[config.mk]
export PLATFORM = sky130hd
export DESIGN_NAME = mc_ctrl_flat
export DESIGN_NICKNAME = d
export VERILOG_FILES = /design/src/rtl/mc_ctrl_if.sv /design/src/rtl/mc_ctrl.sv /design/src/flat_wrapper.sv
export SDC_FILE = /design/constraint.sdc
export NUM_CORES = 1
export LEC_CHECK = 0
export CAP_MARGIN = 20
export CORE_MARGIN = 2
export CORE_UTILIZATION = 43
export DETAILED_ROUTE_END_ITERATION = 8
export GPL_TIMING_DRIVEN = 0
export MAX_ROUTING_LAYER = met4
export PLACE_DENSITY_LB_ADDON = 0.05
export SETUP_SLACK_MARGIN = 0.05
export SLEW_MARGIN = 25
export SYNTH_ARGS = -nofsm -noshare
export SYNTH_HDL_FRONTEND = slang
export SYNTH_SLANG_ARGS = --single-unit
[constraint.sdc]
create_clock -name clk -period 1.94 [get_ports clk]
set_input_delay 0.388 -clock clk [delete_from_list [all_inputs] [get_ports clk]]
set_output_delay 0.388 -clock clk [all_outputs]
set_load 0.005 [all_outputs]
[src/rtl/mc_ctrl_if.sv]
// Shared instruction/data memory port between the multi-cycle control unit
// and the memory.
//
// Handshake: the master raises mem_req (and mem_we for a store) and holds it
// until the slave returns mem_ready; the request completes on the cycle in
// which mem_req and mem_ready are both high. mem_ready is ignored while
// mem_req is low.
interface mc_ctrl_if;
    logic mem_req;
    logic mem_we;
    logic mem_ready;

    modport master (
        output mem_req,
        output mem_we,
        input  mem_ready
    );

    modport slave (
        input  mem_req,
        input  mem_we,
        output mem_ready
    );
endinterface

[src/rtl/mc_ctrl.sv]
// Multi-cycle control unit for the RV32I core. Each instruction is sequenced
// through IF/ID/EX/MEM/WB over a single memory port. A memory request that
// waits too long for mem_ready parks the unit in TRAP until reset. Retired
// instructions are counted in a wrapping counter.
module mc_ctrl #(
    parameter int TIMEOUT = 16,
    parameter int CNT_W   = 32
) (
    input  logic             clk,
    input  logic             rst,
    input  logic [6:0]       opcode,
    input  logic [2:0]       funct3,
    input  logic [6:0]       funct7,
    input  logic             zero,
    mc_ctrl_if.master        mem,
    output logic             ir_we,
    output logic             pc_we,
    output logic             reg_we,
    output logic             alu_src,
    output logic [5:0]       ext_op,
    output logic [4:0]       alu_op,
    output logic [2:0]       npc_op,
    output logic [1:0]       wd_sel,
    output logic [2:0]       state,
    output logic             retire,
    output logic             illegal,
    output logic             trap,
    output logic [CNT_W-1:0] retired_cnt
);

    typedef enum logic [2:0] {
        S_IF   = 3'd0,
        S_ID   = 3'd1,
        S_EX   = 3'd2,
        S_MEM  = 3'd3,
        S_WB   = 3'd4,
        S_TRAP = 3'd7
    } state_t;

    typedef enum logic [2:0] {
        C_NONE,
        C_R,
        C_IARITH,
        C_LOAD,
        C_STORE,
        C_BRANCH,
        C_JAL,
        C_JALR
    } class_t;

    localparam logic [5:0] EXT_NONE = 6'b000000;
    localparam logic [5:0] EXT_I    = 6'b010000;
    localparam logic [5:0] EXT_S    = 6'b001000;
    localparam logic [5:0] EXT_B    = 6'b000100;
    localparam logic [5:0] EXT_J    = 6'b000001;

    localparam logic [4:0] ALU_NOP = 5'b00000;
    localparam logic [4:0] ALU_ADD = 5'b00011;
    localparam logic [4:0] ALU_SUB = 5'b00100;
    localparam logic [4:0] ALU_OR  = 5'b01101;
    localparam logic [4:0] ALU_AND = 5'b01110;

    localparam logic [2:0] NPC_SEQ  = 3'b000;
    localparam logic [2:0] NPC_BR   = 3'b001;
    localparam logic [2:0] NPC_JAL  = 3'b010;
    localparam logic [2:0] NPC_JALR = 3'b100;

    localparam logic [1:0] WD_ALU = 2'b00;
    localparam logic [1:0] WD_MEM = 2'b01;
    localparam logic [1:0] WD_PC4 = 2'b10;

    // The wait counter only has to reach TIMEOUT-1.
    localparam int              WAIT_W    = (TIMEOUT > 1) ? $clog2(TIMEOUT) : 1;
    localparam logic [WAIT_W-1:0] WAIT_LAST = WAIT_W'(TIMEOUT - 1);

    state_t             state_q, state_d;
    class_t             cls_q, cls_d;
    logic [4:0]         alu_sel_q, alu_sel_d;
    logic [WAIT_W-1:0]  wait_cnt_q, wait_cnt_d;
    logic [CNT_W-1:0]   cnt_q, cnt_d;
    logic               trap_q, trap_d;

    class_t             dec_cls;
    logic [4:0]         dec_alu;

    logic mem_req_c, mem_we_c, ir_we_c, pc_we_c, reg_we_c, retire_c, illegal_c;
    logic [2:0] npc_op_c;
    logic [1:0] wd_sel_c;

    // Decode the instruction register into a class and its ALU operation.
    always_comb begin
        dec_cls = C_NONE;
        dec_alu = ALU_NOP;
        case (opcode)
            7'b0110011: begin
                if (funct7 == 7'b0000000 && funct3 == 3'b000) begin
                    dec_cls = C_R; dec_alu = ALU_ADD;
                end else if (funct7 == 7'b0100000 && funct3 == 3'b000) begin
                    dec_cls = C_R; dec_alu = ALU_SUB;
                end else if (funct7 == 7'b0000000 && funct3 == 3'b110) begin
                    dec_cls = C_R; dec_alu = ALU_OR;
                end else if (funct7 == 7'b0000000 && funct3 == 3'b111) begin
                    dec_cls = C_R; dec_alu = ALU_AND;
                end
            end
            7'b0010011: begin
                if (funct3 == 3'b000) begin
                    dec_cls = C_IARITH; dec_alu = ALU_ADD;
                end else if (funct3 == 3'b110) begin
                    dec_cls = C_IARITH; dec_alu = ALU_OR;
                end else if (funct3 == 3'b111) begin
                    dec_cls = C_IARITH; dec_alu = ALU_AND;
                end
            end
            7'b0000011: if (funct3 == 3'b010) begin dec_cls = C_LOAD;   dec_alu = ALU_ADD; end
            7'b0100011: if (funct3 == 3'b010) begin dec_cls = C_STORE;  dec_alu = ALU_ADD; end
            7'b1100011: if (funct3 == 3'b000) begin dec_cls = C_BRANCH; dec_alu = ALU_SUB; end
            7'b1101111: begin dec_cls = C_JAL; dec_alu = ALU_NOP; end
            7'b1100111: if (funct3 == 3'b000) begin dec_cls = C_JALR; dec_alu = ALU_ADD; end
            default: ;
        endcase
    end

    // Next-state and sequencing strobes; wait_cnt clears on any state change.
    always_comb begin
        state_d    = state_q;
        cls_d      = cls_q;
        alu_sel_d  = alu_sel_q;
        wait_cnt_d = '0;
        mem_req_c  = 1'b0;
        mem_we_c   = 1'b0;
        ir_we_c    = 1'b0;
        pc_we_c    = 1'b0;
        reg_we_c   = 1'b0;
        retire_c   = 1'b0;
        illegal_c  = 1'b0;
        npc_op_c   = NPC_SEQ;
        wd_sel_c   = WD_ALU;
        case (state_q)
            S_IF: begin
                mem_req_c = 1'b1;
                if (mem.mem_ready) begin
                    ir_we_c = 1'b1;
                    state_d = S_ID;
                end else if (wait_cnt_q == WAIT_LAST) begin
                    state_d = S_TRAP;
                end else begin
                    wait_cnt_d = wait_cnt_q + WAIT_W'(1);
                end
            end
            S_ID: begin
                cls_d     = dec_cls;
                alu_sel_d = dec_alu;
                if (dec_cls == C_NONE) begin
                    // Skip the instruction: step the PC and fetch the next one.
                    illegal_c = 1'b1;
                    pc_we_c   = 1'b1;
                    state_d   = S_IF;
                end else begin
                    state_d = S_EX;
                end
            end
            S_EX: begin
                case (cls_q)
                    C_R, C_IARITH, C_JAL, C_JALR: state_d = S_WB;
                    C_LOAD, C_STORE:              state_d = S_MEM;
                    C_BRANCH: begin
                        pc_we_c  = 1'b1;
                        npc_op_c = zero ? NPC_BR : NPC_SEQ;
                        retire_c = 1'b1;
                        state_d  = S_IF;
                    end
                    default: state_d = S_IF;
                endcase
            end
            S_MEM: begin
                mem_req_c = 1'b1;
                mem_we_c  = (cls_q == C_STORE);
                if (mem.mem_ready) begin
                    if (cls_q == C_STORE) begin
                        pc_we_c  = 1'b1;
                        retire_c = 1'b1;
                        state_d  = S_IF;
                    end else begin
                        state_d = S_WB;
                    end
                end else if (wait_cnt_q == WAIT_LAST) begin
                    state_d = S_TRAP;
                end else begin
                    wait_cnt_d = wait_cnt_q + WAIT_W'(1);
                end
            end
            S_WB: begin
                reg_we_c = 1'b1;
                pc_we_c  = 1'b1;
                retire_c = 1'b1;
                state_d  = S_IF;
                case (cls_q)
                    C_LOAD:       wd_sel_c = WD_MEM;
                    C_JAL, C_JALR: wd_sel_c = WD_PC4;
                    default:      wd_sel_c = WD_ALU;
                endcase
                case (cls_q)
                    C_JAL:   npc_op_c = NPC_JAL;
                    C_JALR:  npc_op_c = NPC_JALR;
                    default: npc_op_c = NPC_SEQ;
                endcase
            end
            S_TRAP:  state_d = S_TRAP;
            default: state_d = S_IF;
        endcase
    end

    // Datapath selects follow the latched class for the rest of the instruction.
    always_comb begin
        alu_src = 1'b0;
        ext_op  = EXT_NONE;
        alu_op  = ALU_NOP;
        if (state_q == S_EX || state_q == S_MEM || state_q == S_WB) begin
            alu_op = alu_sel_q;
            case (cls_q)
                C_IARITH, C_LOAD, C_JALR: begin alu_src = 1'b1; ext_op = EXT_I; end
                C_STORE:                  begin alu_src = 1'b1; ext_op = EXT_S; end
                C_BRANCH:                 ext_op = EXT_B;
                C_JAL:                    ext_op = EXT_J;
                default:                  ;
            endcase
        end
    end

    // Architectural writes are suppressed on a reset cycle so an aborted
    // instruction leaves no trace.
    assign mem.mem_req = mem_req_c;
    assign mem.mem_we  = mem_we_c  & ~rst;
    assign ir_we       = ir_we_c   & ~rst;
    assign pc_we       = pc_we_c   & ~rst;
    assign reg_we      = reg_we_c  & ~rst;
    assign retire      = retire_c  & ~rst;
    assign illegal     = illegal_c & ~rst;
    assign npc_op      = npc_op_c;
    assign wd_sel      = wd_sel_c;
    assign state       = state_q;
    assign trap        = trap_q;
    assign retired_cnt = cnt_q;

    // Retire counter wraps naturally; trap is sticky once TRAP is entered.
    always_comb begin
        cnt_d  = retire ? cnt_q + CNT_W'(1) : cnt_q;
        trap_d = trap_q | (state_d == S_TRAP);
    end

    // State and bookkeeping registers.
    always_ff @(posedge clk) begin
        if (rst) begin
            state_q    <= S_IF;
            cls_q      <= C_NONE;
            alu_sel_q  <= ALU_NOP;
            wait_cnt_q <= '0;
            cnt_q      <= '0;
            trap_q     <= 1'b0;
        end else begin
            state_q    <= state_d;
            cls_q      <= cls_d;
            alu_sel_q  <= alu_sel_d;
            wait_cnt_q <= wait_cnt_d;
            cnt_q      <= cnt_d;
            trap_q     <= trap_d;
        end
    end

endmodule

[src/flat_wrapper.sv]
// flat-port wrapper written by rule: the top's interface ports become plain ports
module mc_ctrl_flat 
#(
    parameter int TIMEOUT = 16,
    parameter int CNT_W   = 32
)
  (clk, rst, opcode, funct3, funct7, zero, ir_we, pc_we, reg_we, alu_src, ext_op, alu_op, npc_op, wd_sel, state, retire, illegal, trap, retired_cnt, mem_mem_req, mem_mem_we, mem_mem_ready);
  mc_ctrl_if mem_i ();
  input  logic clk;
  input  logic rst;
  input  logic [6:0] opcode;
  input  logic [2:0] funct3;
  input  logic [6:0] funct7;
  input  logic zero;
  output logic ir_we;
  output logic pc_we;
  output logic reg_we;
  output logic alu_src;
  output logic [5:0] ext_op;
  output logic [4:0] alu_op;
  output logic [2:0] npc_op;
  output logic [1:0] wd_sel;
  output logic [2:0] state;
  output logic retire;
  output logic illegal;
  output logic trap;
  output logic [CNT_W-1:0] retired_cnt;
  output wire logic [$bits(mem_i.mem_req)-1:0] mem_mem_req;
  output wire logic [$bits(mem_i.mem_we)-1:0] mem_mem_we;
  input wire logic [$bits(mem_i.mem_ready)-1:0] mem_mem_ready;
  assign mem_mem_req = mem_i.mem_req;
  assign mem_mem_we = mem_i.mem_we;
  assign mem_i.mem_ready = mem_mem_ready;
  mc_ctrl #(.TIMEOUT(TIMEOUT), .CNT_W(CNT_W)) u_core (.clk(clk), .rst(rst), .opcode(opcode), .funct3(funct3), .funct7(funct7), .zero(zero), .mem(mem_i), .ir_we(ir_we), .pc_we(pc_we), .reg_we(reg_we), .alu_src(alu_src), .ext_op(ext_op), .alu_op(alu_op), .npc_op(npc_op), .wd_sel(wd_sel), .state(state), .retire(retire), .illegal(illegal), .trap(trap), .retired_cnt(retired_cnt));
endmodule
== Word-level counts from Yosys, hierarchy flattened ==
Cells that the tools add are included.
Operators by class
  add/subtract/negate cells: 2
  eq/ne operators: 25
  muxes and demuxes: 53
  bitwise logic cells: 9
  reduce and logical (&&, ||, !) cells: 18
Operators by type and width (number)
  two-way mux 3 bit: 14
  adder 32 x 1 -> 32 bit (second input constant): 1
  two-way mux 5 bit: 6
  equality test 3 bit (second input constant): 9
  one-hot mux 5 bit (5 select lines): 1
  equality test 7 x 6 -> 1 bit (second input constant): 3
  equality test 7 bit (second input constant): 3
  one-hot mux 3 bit (7 select lines): 1
  one-hot mux 5 bit (4 select lines): 1
  one-hot mux 3 bit (2 select lines): 3
  equality test 3 x 2 -> 1 bit (second input constant): 5
  one-hot mux 3 bit (5 select lines): 1
  two-way mux 1 bit: 14
  two-way mux 2 bit: 6
  OR reduction 4 bit: 3
  zero test 3 bit: 3
  two-way mux 4 bit: 2
  OR reduction 2 bit: 4
  equality test 7 x 2 -> 1 bit (second input constant): 1
  equality test 7 x 5 -> 1 bit (second input constant): 1
  zero test 7 bit: 1
  AND 1 bit: 6
  equality test 3 x 1 -> 1 bit (second input constant): 2
  two-way mux 6 bit: 1
  10 further kinds: 15
Storage, ports and cells
  flip-flop bits (word level): 48
  input port bits: 21
  output and inout port bits: 60
  word-level logic and storage cells: 113

== Longest topological paths before layout ==
  word-level depth: 12
  mapped depth: 9
  depth with buffers taken out: 6

== Least setup slack after synthesis ==
No wires, ideal clock.
  kind: input to output
  start: in funct3[1]
  end: out pc_we
  arrival time: 1.688 ns
  data required time: 1.552 ns
  slack: -0.136 ns
  cell stages on the path: 6
  path buffers: 1
  path through: clkbuf_1 and3b_1 o211ai_1 o41ai_1 or4_1 a21oi_1
Between the ends
  cells in the longest elaborated chain, start to end: 11
  elaborated cells on any way between the ends: 24
  those cells by class: eq/ne: 3; mux: 14; bitwise: 1; reduce/logical: 6
Ends and longest elaborated chain
  start, declared: RTL line flat_wrapper.sv:12  | input logic [2:0] funct3;
  equality test 3 bit: RTL line mc_ctrl.sv:102, mc_ctrl.sv:111
  logical AND 1 bit: RTL line mc_ctrl.sv:102  | end else if (funct7 == 7'b0000000 && funct3 == 3'b111) begin
  two-way mux 1 bit: RTL line mc_ctrl.sv:102
  two-way mux 3 bit: RTL line mc_ctrl.sv:100  | end else if (funct7 == 7'b0000000 && funct3 == 3'b110) begin
  two-way mux 3 bit: RTL line mc_ctrl.sv:98  | end else if (funct7 == 7'b0100000 && funct3 == 3'b000) begin
  two-way mux 3 bit: RTL line mc_ctrl.sv:96  | if (funct7 == 7'b0000000 && funct3 == 3'b000) begin
  one-hot mux 3 bit (7 select lines) *: RTL line mc_ctrl.sv:94  | case (opcode)
  zero test 3 bit *: RTL line mc_ctrl.sv:154  | if (dec_cls == C_NONE) begin
  two-way mux 1 bit *: RTL line mc_ctrl.sv:154
  one-hot mux 1 bit (4 select lines) *: RTL line mc_ctrl.sv:139  | case (state_q)
  AND 1 bit *: RTL line mc_ctrl.sv:236  | assign pc_we = pc_we_c & ~rst;
  end, declared: RTL line flat_wrapper.sv:16  | output logic pc_we;
Every way passes the cells marked *; elsewhere a longest branch is shown, timed or not.

== Worst setup path after layout ==
  start: reg u_core.state_q[0] (netlist: u_core.state[0])
  end: out pc_we
Between the ends
  cells in the longest elaborated chain, start to end: 3
  elaborated cells on any way between the ends: 6
  those cells by class: eq/ne: 4; mux: 1; bitwise: 1
Ends and longest elaborated chain
  start, declared: RTL line mc_ctrl.sv:76  | state_t state_q, state_d;
  start signal, assigned: RTL line mc_ctrl.sv:262  | state_q <= state_d;
  equality test 3 bit (tied with other cells): RTL line mc_ctrl.sv:139
  one-hot mux 1 bit (4 select lines) *: RTL line mc_ctrl.sv:139
  AND 1 bit *: RTL line mc_ctrl.sv:236
Marked as above.

==> results.py <==
metrics = {
    "power": {
        "power_density_mw_per_mm2": 391,
        "p_leak_nw": 1.77,
        "p_total_w": 0.00181,
        "max-vdd-ir-drop_uv": 316,
    },
    "floorplan": {
        "die-area_mm2": 0.00709,
        "initial_core_util_pct": 44.1,
        "die_h_um": 84.2,
        "core_region_area_mm2": 0.00628,
        "rows": 29,
        "die_w_um": 84.2,
        "pin_count": 81,
    },
    "synth": {
        "syn_area_mm2": 0.00277,
        "synth_compound_area_share_pct": 22.8,
        "yosysSeqAreaShare_pct": 34.0,
        "syn_avg_cell_area_um2": 8.02,
        "ys.flop_type": "dfxtp_1",
        "yosys_warnings": 0,
        "postSynth.asyncResetShare_pct": 0,
        "synthCells": 345,
        "yosysMostFrequentCell": "dfxtp_1",
        "synth-xor-area-share_pct": 6.33,
        "synthSimpleGateAreaFrac_pct": 29.8,
        "synthTopCellsByCount": "47 x dfxtp_1, 43 x nor2_1, 26 x a21oi_1, 20 x o21ai_0, 16 x nand2_1",
        "yosys.area.top_type": "dfxtp_1",
        "synth_edf_count": 0,
        "synthMuxAreaShare_pct": 0,
        "ys_ff_latch": 47,
        "synth_top_area_share_pct": 34.0,
        "synthAdderAreaFrac_pct": 0.904,
        "ys_top_cells_by_area": "dfxtp_1 34%, nor2_1 5.8%, xor2_1 4.7%",
        "yosysUniqueCellTypes": 55,
        "synth_top_family_by_area": "simple AND/OR/NAND/NOR gates",
    },
    "min_path": {
        "min_path_type": "input pin to flop",
        "holdPathStages": 3,
        "min_from": "opcode[5]",
        "whs_endpoint": "u_core.cls_q[1]$_SDFFE_PP0N_",
    },
    "sta": {
        "fin_setup_tns_ns": -6.90,
        "tightest_slew_ns": 0.588,
        "slew_headroom_pct": 60.8,
        "fmax_mhz": 430,
        "period_needed_ns": 2.33,
        "maxSlewViolCount": 0,
        "setup_slack_ns": -0.388,
        "clock_skew_ns": 0.0125,
        "hold_viol": 0,
        "rsz0062_at_grt": "yes",
        "setup_viol": 44,
        "period_share_pct": 120,
    },
    "global_routing": {
        "grt_usage_pct": 25.5,
        "grt_max_degree": 14,
        "grt_pass1_wl_um": 14500,
        "antenna_found_initial": 0,
        "grt_pass1_vias": 3065,
        "grt.overflow.total": 0,
    },
    "worst_setup_path": {
        "r2r_slack_ns": -0.27,
        "crit_arrival_ns": 1.94,
        "cp.required_ns": 1.55,
        "crit_fanout": 3,
        "startpoint": "u_core.state[0]$_SDFF_PP0_",
        "ff2ff_path_depth": 9,
        "start_kind": "flop",
        "rr_endpoint": "u_core.retired_cnt[19]$_SDFFE_PP0P_",
        "crit-reg2reg-launch": "u_core.state[0]$_SDFF_PP0_",
        "end_kind": "primary output",
        "worstSetupPathType": "flop to primary output",
    },
    "clocking": {
        "cts-htree-levels": 2,
        "cts_tree": "done",
        "path_clk_slew_ns": 0.09,
        "clockBufferDepth": 2,
        "cts_made_buffers": 5,
        "root_buffer": "clkbuf_8",
        "hold_buffers": 0,
        "insertion_delay_ns": 0.31,
        "cts_num_sinks": 47,
    },
    "placed_design": {
        "dpl_cell_area_mm2": 0.00366,
        "place_ws_ns": -1.20,
        "dp_hpwl_um": 5340,
        "place_congestion": 0.854,
        "numPortBuffers": 75,
    },
    "route": {
        "detail-route-antenna-nets": 0,
        "drc": 0,
        "first_pass_iters": 4,
        "vias_per_cell": 5.73,
        "initialDrtViolationCount": 204,
        "routed_wl_um": 9580,
        "vias": 3210,
        "wl_per_cell_um": 17.1,
    },
    "finish": {
        "n_antenna_cell": 0,
        "fillers": 465,
        "area_growth_syn_to_layout_pct": 67.5,
        "utilization_pct": 73.8,
        "nNetsFinal": 505,
        "layout-drive-gt1-share_pct": 37.5,
        "final_area_mm2": 0.00464,
    },
    "run_status": {
        "violations": "setup timing",
        "status": "finished, violations left",
    },
    "job": {
        "timing.max_cap.violations": 0,
    },
}
[timing repair]
item / CTS / global route
gates resized for setup: 185 / 85
pin swaps: 26 / 33
setup buffers: 45 / 15
endpoints found under the setup margin: 49 / 51
gates cloned: 0 / 2
[how the worst max path moves through the flow]
stage / end / depth (start not counted)
6_report: pc_we / 5
5_1_grt: pc_we / 5
4_1_cts: pc_we / 6
3_5_place_dp: pc_we / 7
3_3_place_gp: pc_we / 8
2_1_floorplan: pc_we / 5
[layer usage]
metal | vias up | share of wire, % | GRT usage, %
li1 | 1530 | - | -
met1 | 1530 | 44 | 31.8
met2 | 121 | 48 | 41.8
met3 | 29 | 5.1 | 3.93
met4 | 0 | 2.8 | 9.24
met5 | - | 0 | -
[state kept, by name (all words and copies together), names as in the netlist]
name                cells
u_core.retired_cnt     32
u_core.alu_sel_q        4
u_core.wait_cnt_q       4
u_core.cls_q            3
u_core.state            3
u_core.trap             1
[final cells by class]
| cell class | count | area [µm²] | area share (%) |
|---|---|---|---|
| multi-input cells | 267 | 2080 | 44.9 |
| clock inverters | 1 | 5.00 | 0.108 |
| inverters | 12 | 48.8 | 1.05 |
| repair buffers | 132 | 1210 | 26.1 |
| well taps | 77 | 96.3 | 2.08 |
| clock buffers | 7 | 76.3 | 1.65 |
| flip-flops and latches | 47 | 963 | 20.8 |
| plain buffers | 17 | 153 | 3.29 |
[through the flow]
step,instances,hold WS (ns)
2_1_floorplan,347,0.418
3_3_place_gp,499,0.432
3_5_place_dp,499,0.445
4_1_cts,550,0.461
5_1_grt,560,0.436
6_report,560,0.434
[power breakdown]
group,switching (W),total [W],internal (W)
logic,0.000134,0.000253,0.000119
clock network,0.000329,0.000583,0.000254
registers,0.00000998,0.000978,0.000968
total,0.000473,0.00181,0.00134
[cells in the final DEF, fill, tap and decap left out, drive strengths merged, types with 12 or more instances in the layout]
cell           Yosys  final
buf               10     87
dfxtp             47     47
nor2              44     44
clkdlybuf4s50      0     40
a21oi             26     26
clkbuf            12     22
o21ai             21     21
nand2             16     16
xor2              15     15
or3               12     12
o2111ai           11     12
[critical path, stage by stage (launching register included)]
cell	delay [ns]
dfxtp_4	0.38
inv_2	0.04
or3_4	0.37
or4_4	0.58
a21oi_2	0.15
buf_2	0.13
[logic make-up after synthesis]
family / Yosys count
XOR/XNOR: 20
buffers and inverters: 34
flip-flops: 47
adder cells (fa/ha/maj): 2
other: 1
AND/OR/NAND/NOR: 152
AO/OA/AOI/OAI: 89
Power figures use the tool's default switching activity.
